### config.mk
export PLATFORM = sky130hd
export DESIGN_NAME = signal_stable_detector
export DESIGN_NICKNAME = d
export VERILOG_FILES = /design/src/rtl/sig_detect_pkg.sv /design/src/rtl/edge_period_counter.sv /design/src/rtl/signal_stable_detector.sv
export SDC_FILE = /design/constraint.sdc
export NUM_CORES = 1
export LEC_CHECK = 0
export ABC_AREA = 1
export CORE_ASPECT_RATIO = 1.25
export CORE_MARGIN = 2
export CORE_UTILIZATION = 41
export CTS_CLUSTER_SIZE = 40
export DETAILED_ROUTE_END_ITERATION = 10
export PLACE_DENSITY_LB_ADDON = 0.1
export SYNTH_ARGS = -nofsm -noshare
export SYNTH_HDL_FRONTEND = slang
export SYNTH_SLANG_ARGS = --single-unit
### constraint.sdc
create_clock -name clk -period 4.25 [get_ports clk]
set_input_delay 0.85 -clock clk [delete_from_list [all_inputs] [get_ports clk]]
set_output_delay 0.85 -clock clk [all_outputs]
set_load 0.02 [all_outputs]
### src/rtl/sig_detect_pkg.sv
// Shared types and default parameters for the comparator period qualifier.
package sig_detect_pkg;

   typedef enum logic [1:0] {
      NO_SIGNAL,
      FIRST_EDGE,
      TRACKING,
      LOCKED
   } det_state_t;

   localparam int DEF_PERIOD_WIDTH   = 20;
   localparam int DEF_TIMEOUT_CYCLES = 1000000;
   localparam int DEF_MIN_PERIOD     = 8;
   localparam int DEF_TOL_SHIFT      = 4;
   localparam int DEF_MATCH_COUNT    = 4;

endpackage

### src/rtl/edge_period_counter.sv
// Rising-edge detect on the synchronised input plus a saturating
// cycle counter that restarts at 1 on every rise.
module edge_period_counter
   import sig_detect_pkg::*;
#(
   parameter int PERIOD_WIDTH   = DEF_PERIOD_WIDTH,
   parameter int TIMEOUT_CYCLES = DEF_TIMEOUT_CYCLES
) (
   input  logic                    clk,
   input  logic                    rst_n,
   input  logic                    sync_signal_in,
   output logic                    rise,
   output logic [PERIOD_WIDTH-1:0] cnt
);

   localparam logic [PERIOD_WIDTH-1:0] CNT_MAX = PERIOD_WIDTH'(TIMEOUT_CYCLES);
   localparam logic [PERIOD_WIDTH-1:0] ONE     = PERIOD_WIDTH'(1);

   logic in_prev;

   assign rise = sync_signal_in & ~in_prev;

   always_ff @(posedge clk) begin
      if (!rst_n) begin
         in_prev <= 1'b0;
         cnt     <= '0;
      end else begin
         in_prev <= sync_signal_in;
         if (rise) begin
            cnt <= ONE;
         end else if (cnt != CNT_MAX) begin
            cnt <= cnt + ONE;
         end
      end
   end

endmodule

### src/rtl/signal_stable_detector.sv
// Qualifies the comparator square wave: locks after a run of matching
// periods and exports the last accepted period.
module signal_stable_detector
   import sig_detect_pkg::*;
#(
   parameter int PERIOD_WIDTH   = DEF_PERIOD_WIDTH,
   parameter int TIMEOUT_CYCLES = DEF_TIMEOUT_CYCLES,
   parameter int MIN_PERIOD     = DEF_MIN_PERIOD,
   parameter int TOL_SHIFT      = DEF_TOL_SHIFT,
   parameter int MATCH_COUNT    = DEF_MATCH_COUNT
) (
   input  logic                    clk,
   input  logic                    rst_n,
   input  logic                    sync_signal_in,
   output logic                    stable,
   output logic [PERIOD_WIDTH-1:0] period,
   output logic                    period_valid,
   output logic                    no_signal
);

   localparam logic [PERIOD_WIDTH-1:0] MIN_P = PERIOD_WIDTH'(MIN_PERIOD);
   localparam logic [PERIOD_WIDTH-1:0] TMO   = PERIOD_WIDTH'(TIMEOUT_CYCLES);
   localparam logic [3:0]              MC    = 4'(MATCH_COUNT);

   det_state_t state;
   det_state_t state_nxt;

   logic                    rise;
   logic [PERIOD_WIDTH-1:0] cnt;
   logic [PERIOD_WIDTH-1:0] ref_period;
   logic [PERIOD_WIDTH-1:0] ref_nxt;
   logic [PERIOD_WIDTH-1:0] period_nxt;
   logic [3:0]              match_cnt;
   logic [3:0]              mc_nxt;
   logic [3:0]              mc_inc;
   logic                    pv_nxt;
   logic                    long_enough;
   logic                    match;
   logic [PERIOD_WIDTH:0]   diff;
   logic [PERIOD_WIDTH:0]   tol;

   edge_period_counter #(
      .PERIOD_WIDTH   (PERIOD_WIDTH),
      .TIMEOUT_CYCLES (TIMEOUT_CYCLES)
   ) u_cnt (
      .clk            (clk),
      .rst_n          (rst_n),
      .sync_signal_in (sync_signal_in),
      .rise           (rise),
      .cnt            (cnt)
   );

   // One extra bit keeps the absolute difference from wrapping
   assign diff = (cnt >= ref_period) ? ({1'b0, cnt} - {1'b0, ref_period})
                                     : ({1'b0, ref_period} - {1'b0, cnt});
   assign tol         = {1'b0, ref_period >> TOL_SHIFT};
   assign long_enough = (cnt >= MIN_P);
   assign match       = long_enough && (diff <= tol);
   assign mc_inc      = match_cnt + 4'd1;

   always_comb begin
      state_nxt  = state;
      ref_nxt    = ref_period;
      mc_nxt     = match_cnt;
      period_nxt = period;
      pv_nxt     = 1'b0;
      if (rise) begin
         if (state != NO_SIGNAL && long_enough) begin
            period_nxt = cnt;
            pv_nxt     = 1'b1;
         end
         unique case (state)
            NO_SIGNAL: state_nxt = FIRST_EDGE;
            FIRST_EDGE: begin
               if (long_enough) begin
                  ref_nxt   = cnt;
                  mc_nxt    = 4'd0;
                  state_nxt = TRACKING;
               end
            end
            TRACKING: begin
               if (!long_enough) begin
                  state_nxt = FIRST_EDGE;
                  mc_nxt    = 4'd0;
               end else if (match) begin
                  ref_nxt = cnt;
                  mc_nxt  = mc_inc;
                  if (mc_inc == MC) state_nxt = LOCKED;
               end else begin
                  ref_nxt = cnt;
                  mc_nxt  = 4'd0;
               end
            end
            LOCKED: begin
               if (!long_enough) begin
                  state_nxt = FIRST_EDGE;
               end else if (match) begin
                  ref_nxt = cnt;
               end else begin
                  state_nxt = TRACKING;
                  ref_nxt   = cnt;
                  mc_nxt    = 4'd0;
               end
            end
            default: state_nxt = NO_SIGNAL;
         endcase
      end else if (state != NO_SIGNAL && cnt == TMO) begin
         state_nxt = NO_SIGNAL;
         mc_nxt    = 4'd0;
      end
   end

   always_ff @(posedge clk) begin
      if (!rst_n) begin
         state        <= NO_SIGNAL;
         ref_period   <= '0;
         match_cnt    <= 4'd0;
         period       <= '0;
         period_valid <= 1'b0;
      end else begin
         state        <= state_nxt;
         ref_period   <= ref_nxt;
         match_cnt    <= mc_nxt;
         period       <= period_nxt;
         period_valid <= pv_nxt;
      end
   end

   assign stable    = (state == LOCKED);
   assign no_signal = (state == NO_SIGNAL);

endmodule

Word level (Yosys, flattened, before mapping)
Cells that the tools add are included.

Bits in registers: 68. Input port bits: 3. Output and inout bits: 23.

Bitwise operators: 3. Add/subtract/negate cells: 4. Reductions and logical operators: 14. Eq/ne operators: 13. Mux-type cells: 21. Magnitude comparators: 3.

Operators with widths (count): $sub A20 B20 Y21 (2); $mux W4 (7); $le A21 B16 Y1 (1); $mux W21 (1); $add A20 B1 Y20 const B (1); $eq A20 B20 Y1 const B (1); $ge A20 B20 Y1 (1); $ge A20 B4 Y1 const B (1); $ne A20 B20 Y1 const B (1); $mux W2 (8); $ne A4 B4 Y1 const B (3); $pmux W4 S3 (1); $reduce_and A5 Y1 (2); $pmux W2 S4 (1); $ne A3 B3 Y1 const B (2); $reduce_bool A2 Y1 (3); $add A4 B1 Y4 const B (1); $eq A2 B2 Y1 const B (2); $eq A4 B3 Y1 const B (1); $ne A4 B2 Y1 const B (1); $reduce_and A2 Y1 (2); $logic_and A1 B1 Y1 (3); $mux W1 (3); $ne A3 B2 Y1 const B (1); other kinds (7) (8).

Longest topological paths before layout
Depth in word-level cells: 8. Depth in mapped cells: 41.

Hierarchy
Synthesis repeated with hierarchy kept, for this count alone.

Cells, all modules: 956. Area, all modules: 5969.5 µm².

Modules (own cells, without submodules): signal_stable_detector (cells an instance 802, area an instance 4897.2 µm², times used 1, sequential area each 940.9 µm²); edge_period_counter (cells an instance 154, area an instance 1072.3 µm², times used 1, sequential area each 420.4 µm²).

Worst setup path after synthesis
OpenSTA, ideal clock, no wires.

Kind: flip-flop to flip-flop. From: register u_cnt.cnt[3]. To: register match_cnt[3]. Period minus slack after synthesis: 3852 ps. Data required time: 4136 ps. Cell stages (with the launch flop): 39. Path slack: 398 ps. Path buffers: 2. Arrival time: 3738 ps. Cell sequence: dfxtp_1 -> inv_1 -> ha_1 -> buf_2 -> nand2_4 -> nor2_4 -> nand2_1 -> nand3_1 -> nand2_1 -> nand2_1 -> nand2_2 -> nand2_4 -> buf_4 -> mux2i_1 -> o211ai_1 -> xnor2_1 -> inv_1 -> ha_1 -> [3 not listed] -> nor2_1 -> nand2_1 -> nand2_1 -> nand2_1 -> nand2_1 -> nand2_1 -> nand2_1 -> nand2_1 -> nand2_1 -> clkinv_1 -> nand2_1 -> nor2_2 -> nand2_1 -> clkinv_1 -> nand2_1 -> nand2_1 -> nand2_1 -> nor2_2.

Word-level cells in the longest chain between the ends: 8.

RTL lines: from (decl) (RTL line edge_period_counter.sv:13) `output logic [PERIOD_WIDTH-1:0] cnt`; from (signal assigned) (RTL line edge_period_counter.sv:32) `cnt <= cnt + ONE;`; $sub A20 B20 Y21 (tied with other cells) (RTL line signal_stable_detector.sv:55) `: ({1'b0, ref_period} - {1'b0, cnt});`; $mux W21 (RTL line signal_stable_detector.sv:54) `assign diff = (cnt >= ref_period) ? ({1'b0, cnt} - {1'b0, ref_period})`; $le A21 B16 Y1 (RTL line signal_stable_detector.sv:58) `assign match = long_enough && (diff <= tol);`; $logic_and A1 B1 Y1 (RTL line signal_stable_detector.sv:58); $mux W4 (RTL line signal_stable_detector.sv:85) `end else if (match) begin`; $mux W4 (RTL line signal_stable_detector.sv:82) `if (!long_enough) begin`; $pmux W4 S3 (RTL line signal_stable_detector.sv:72) `unique case (state)`; $mux W4 (RTL line signal_stable_detector.sv:67) `if (rise) begin`; to (signal assigned) (RTL line signal_stable_detector.sv:123) `match_cnt <= mc_nxt;`; to (decl) (RTL line signal_stable_detector.sv:33) `logic [3:0] match_cnt;`.

Parallel ways exist; a longest one is shown, timed or not. A chain may end at the register's enable or synchronous reset.

Worst setup path after layout
From: register u_cnt.cnt[18]. To: register state[1].

Word-level cells in the longest chain between the ends: 6.

RTL lines: $sub A20 B20 Y21 (tied with other cells) (RTL line signal_stable_detector.sv:55); $mux W21 (RTL line signal_stable_detector.sv:54); $le A21 B16 Y1 (RTL line signal_stable_detector.sv:58); $logic_and A1 B1 Y1 (RTL line signal_stable_detector.sv:58); $ne A4 B4 Y1 (no line); $reduce_and A5 Y1 (no line); to (signal assigned) (RTL line signal_stable_detector.sv:121) `state <= state_nxt;`; to (decl) (RTL line signal_stable_detector.sv:25) `det_state_t state;`.

Parallel ways exist; a longest one is shown, timed or not.

==> impl_metrics.tcl <==
set metrics [dict create \
    fin_crit_sh_pct 92.94 \
    grt_use_met2_pct 42.07 \
    tns_ns 0 \
    die_x_um 111.7 \
    synth_area_per_cell_um2 6.028 \
    cp_max_fo 8 \
    rows 49 \
    skew_ns 0.006088 \
    seq_area_frac_synth_pct 22.88 \
    setup_viol 0 \
    power_density_nw_per_um2 220.0 \
    synthToLayoutAreaGrowth_pct 25.38 \
    drive_above_1_share_pct 17.50 \
    cp.required_ns 4.48 \
    status "finished, final reports clean" \
    hp-class "flip-flop to flip-flop" \
    placed_area_um2 6718 \
    ys_ff_latch 68 \
    busiest_layer "met2" \
    wire_per_inst_um 14.84 \
    endpoint_kind "flip-flop" \
    synth_cell_types 39 \
    fin_area_um2 7460 \
    async_flop_share_pct 0 \
    fin_nets 1138 \
    drv_slew 0 \
    cp_slowest_cell "ha_4" \
    ctsHtreeMaxLevel 3 \
    worst_slew_pin_slew_ns 0.9442 \
    gr-usage-all-layers_pct 23.69 \
    ir_drop_uv 266.4 \
    vias 6182 \
    clk_path_buf_depth 2 \
    drtPass1Iterations 5 \
    antenna_cells 0 \
    relSlewSlack_pct 36.47 \
    antenna_found_initial 0 \
    p_leak_nw 3.605 \
    synth_top_area_share_pct 22.88 \
    cts.sinks 68 \
    grt_pass1_wl_um 29270 \
    synth_edf_count 0 \
    drt-initial-drc-count 261 \
    clk_latency_ns 0.33 \
    cpPeakStageDelay_ns 0.33 \
    clkTransAtPathRegs_ns 0.06 \
    place.gp.congestion 0.9074 \
    drc 0 \
    cts_tree "done" \
    fmax_mhz 253.2 \
    grt_pass1_vias 5900 \
    start_util_pct 41.65 \
    drv_cap 0 \
    cts-buffers-inserted 9 \
    viasPerCell 4.938 \
    hpwl_um 15380 \
    core_region_area_um2 14290 \
    finalCriticalPeriod_ns 3.950 \
    synthesis.nets 1056 \
    synthTopCellsByArea "dfxtp_1 23%, nand2_1 22%, ha_1 13%, inv_1 10%, a21oi_1 7.6%" \
    met1_usage_pct 29.67 \
    hold_viol_final 0 \
    worstSetupPathType "flip-flop to flip-flop" \
    synthCells 987 \
    path_common_cell "nand2_1" \
    fp.dieArea_um2 15500 \
    placed_cells 1223 \
    synth.top_cells.by_count "350 x nand2_1, 165 x inv_1, 90 x a21oi_1, 68 x dfxtp_1, 64 x ha_1" \
    synth_top_area_cell "dfxtp_1" \
    drt_wl_total_um 18580 \
    yosys_most_used_dff "dfxtp_1" \
    die_h_um 138.7 \
    ant_nets 0 \
    yosysWarnings 0 \
    grt_max_degree 43 \
    gr-usage-met3_pct 2.229 \
    ctsHoldBuffers 0 \
    portBuffers 25 \
    netlist_area_um2 5949 \
    cp.arrival_ns 4.18 \
    final_cells 1252 \
    setup.worst_path.start_class "flip-flop" \
    fin_total_pwr_mw 1.641 \
    synth.most_common_cell "nand2_1" \
    gr-total-overflow 0 \
    root_buffer "clkbuf_16" \
    io_pins 26 \
]
==> metal layers <==
layer / vias up / routed length (um)
met1: 2780 / 8365
met3: 47 / 436
met5: - / 0
met2: 112 / 9110
li1: 3243 / -
met4: 0 / 668
==> path summary, 6_finish.rpt <==
kind              slack, ns  cells past startpoint           from   endpoint
hold reg to reg        0.46                      2      period[3]  period[3]
hold / removal         0.46                      2      period[3]  period[3]
setup / recovery       0.30                     33  u_cnt.cnt[18]   state[1]
setup reg to reg       0.30                     33  u_cnt.cnt[18]   state[1]
==> state kept, by name, indices dropped and copies added, names as in the netlist <==
register and flops:
state 2, u_cnt.in_prev 1, period 20, match_cnt 4, period_valid 1, ref_period 20
u_cnt.cnt 20
==> stage by stage <==
stage / setup slack, ns / utilization (%) / hold slack [ns]
floorplan: 0.3983 / - / 0.4621
global placement: -0.05577 / 47.03 / 0.4523
detailed placement: -0.08408 / 47.03 / 0.4580
CTS: 0.007824 / 49.08 / 0.4655
global route: -0.01187 / 52.22 / 0.4838
finish: 0.3000 / 52.22 / 0.4605
==> where the power goes <==
part	switching (mW)	internal (mW)
Clock	0.279	0.409
Combinational	0.185	0.117
Sequential	0.00668	0.644
Total	0.471	1.17
==> repair_timing <==
action	4_1_cts	5_1_grt
setup endpoints to repair	6	6
resized for setup	2	87
buffers inserted	0	13
hold endpoints to repair	0	0
pin swaps	0	24
==> critical path, delay by kind of cell, from the launching register on <==
kind | cells | cell delay [ns]
adder cells (fa/ha/maj) | 2 | 0.61
flip-flops | 1 | 0.32
AND/OR/NAND/NOR | 23 | 1.88
XOR/XNOR | 1 | 0.23
AO/OA/AOI/OAI | 2 | 0.27
buffers and inverters | 4 | 0.28
multiplexers | 1 | 0.25
==> placed cells by master, fill, tap and decap left out, types with 5 or more instances in the layout <==
cell	synthesis	final
xor2_1	6	6
ha_1	64	44
nor3_1	10	9
clkdlybuf4s50_1	0	25
nor2_4	5	7
a21oi_2	2	6
inv_1	165	155
nor2_2	8	9
xnor2_1	11	9
nor4_1	5	5
dfxtp_2	0	12
clkbuf_16	0	9
nand2_2	10	19
ha_4	0	18
buf_4	1	61
nand3_1	41	38
nand4_1	17	17
dfxtp_1	68	56
nor2_1	58	55
o21ai_0	24	22
a21oi_1	90	86
inv_2	9	19
nand2_1	350	340
==> final cells by class <==
class | count | area (um^2)
fill | 1545 | 6825
multi-input combinational | 724 | 4178
sequential | 68 | 1376
timing repair buffer | 88 | 730.7
inverter | 178 | 674.4
clock buffer | 10 | 239.0
tap | 178 | 222.7
clock inverter | 6 | 38.79
==> cell families (layout without fill, tap and decap cells) <==
kind of cell | count (synthesis) | count (layout) | synth area share [%]
DFF | 68 | 68 | 22.88
muxes | 2 | 2 | 0.3365
buffers and inverters | 195 | 282 | 12.60
AOI/OAI and AO/OA | 126 | 126 | 11.06
adders and majority gates | 66 | 66 | 14.13
xor gates and xnor gates | 17 | 17 | 2.503
and+or+nand+nor | 513 | 513 | 36.49
No activity file was read; power rests on OpenSTA's default activity.
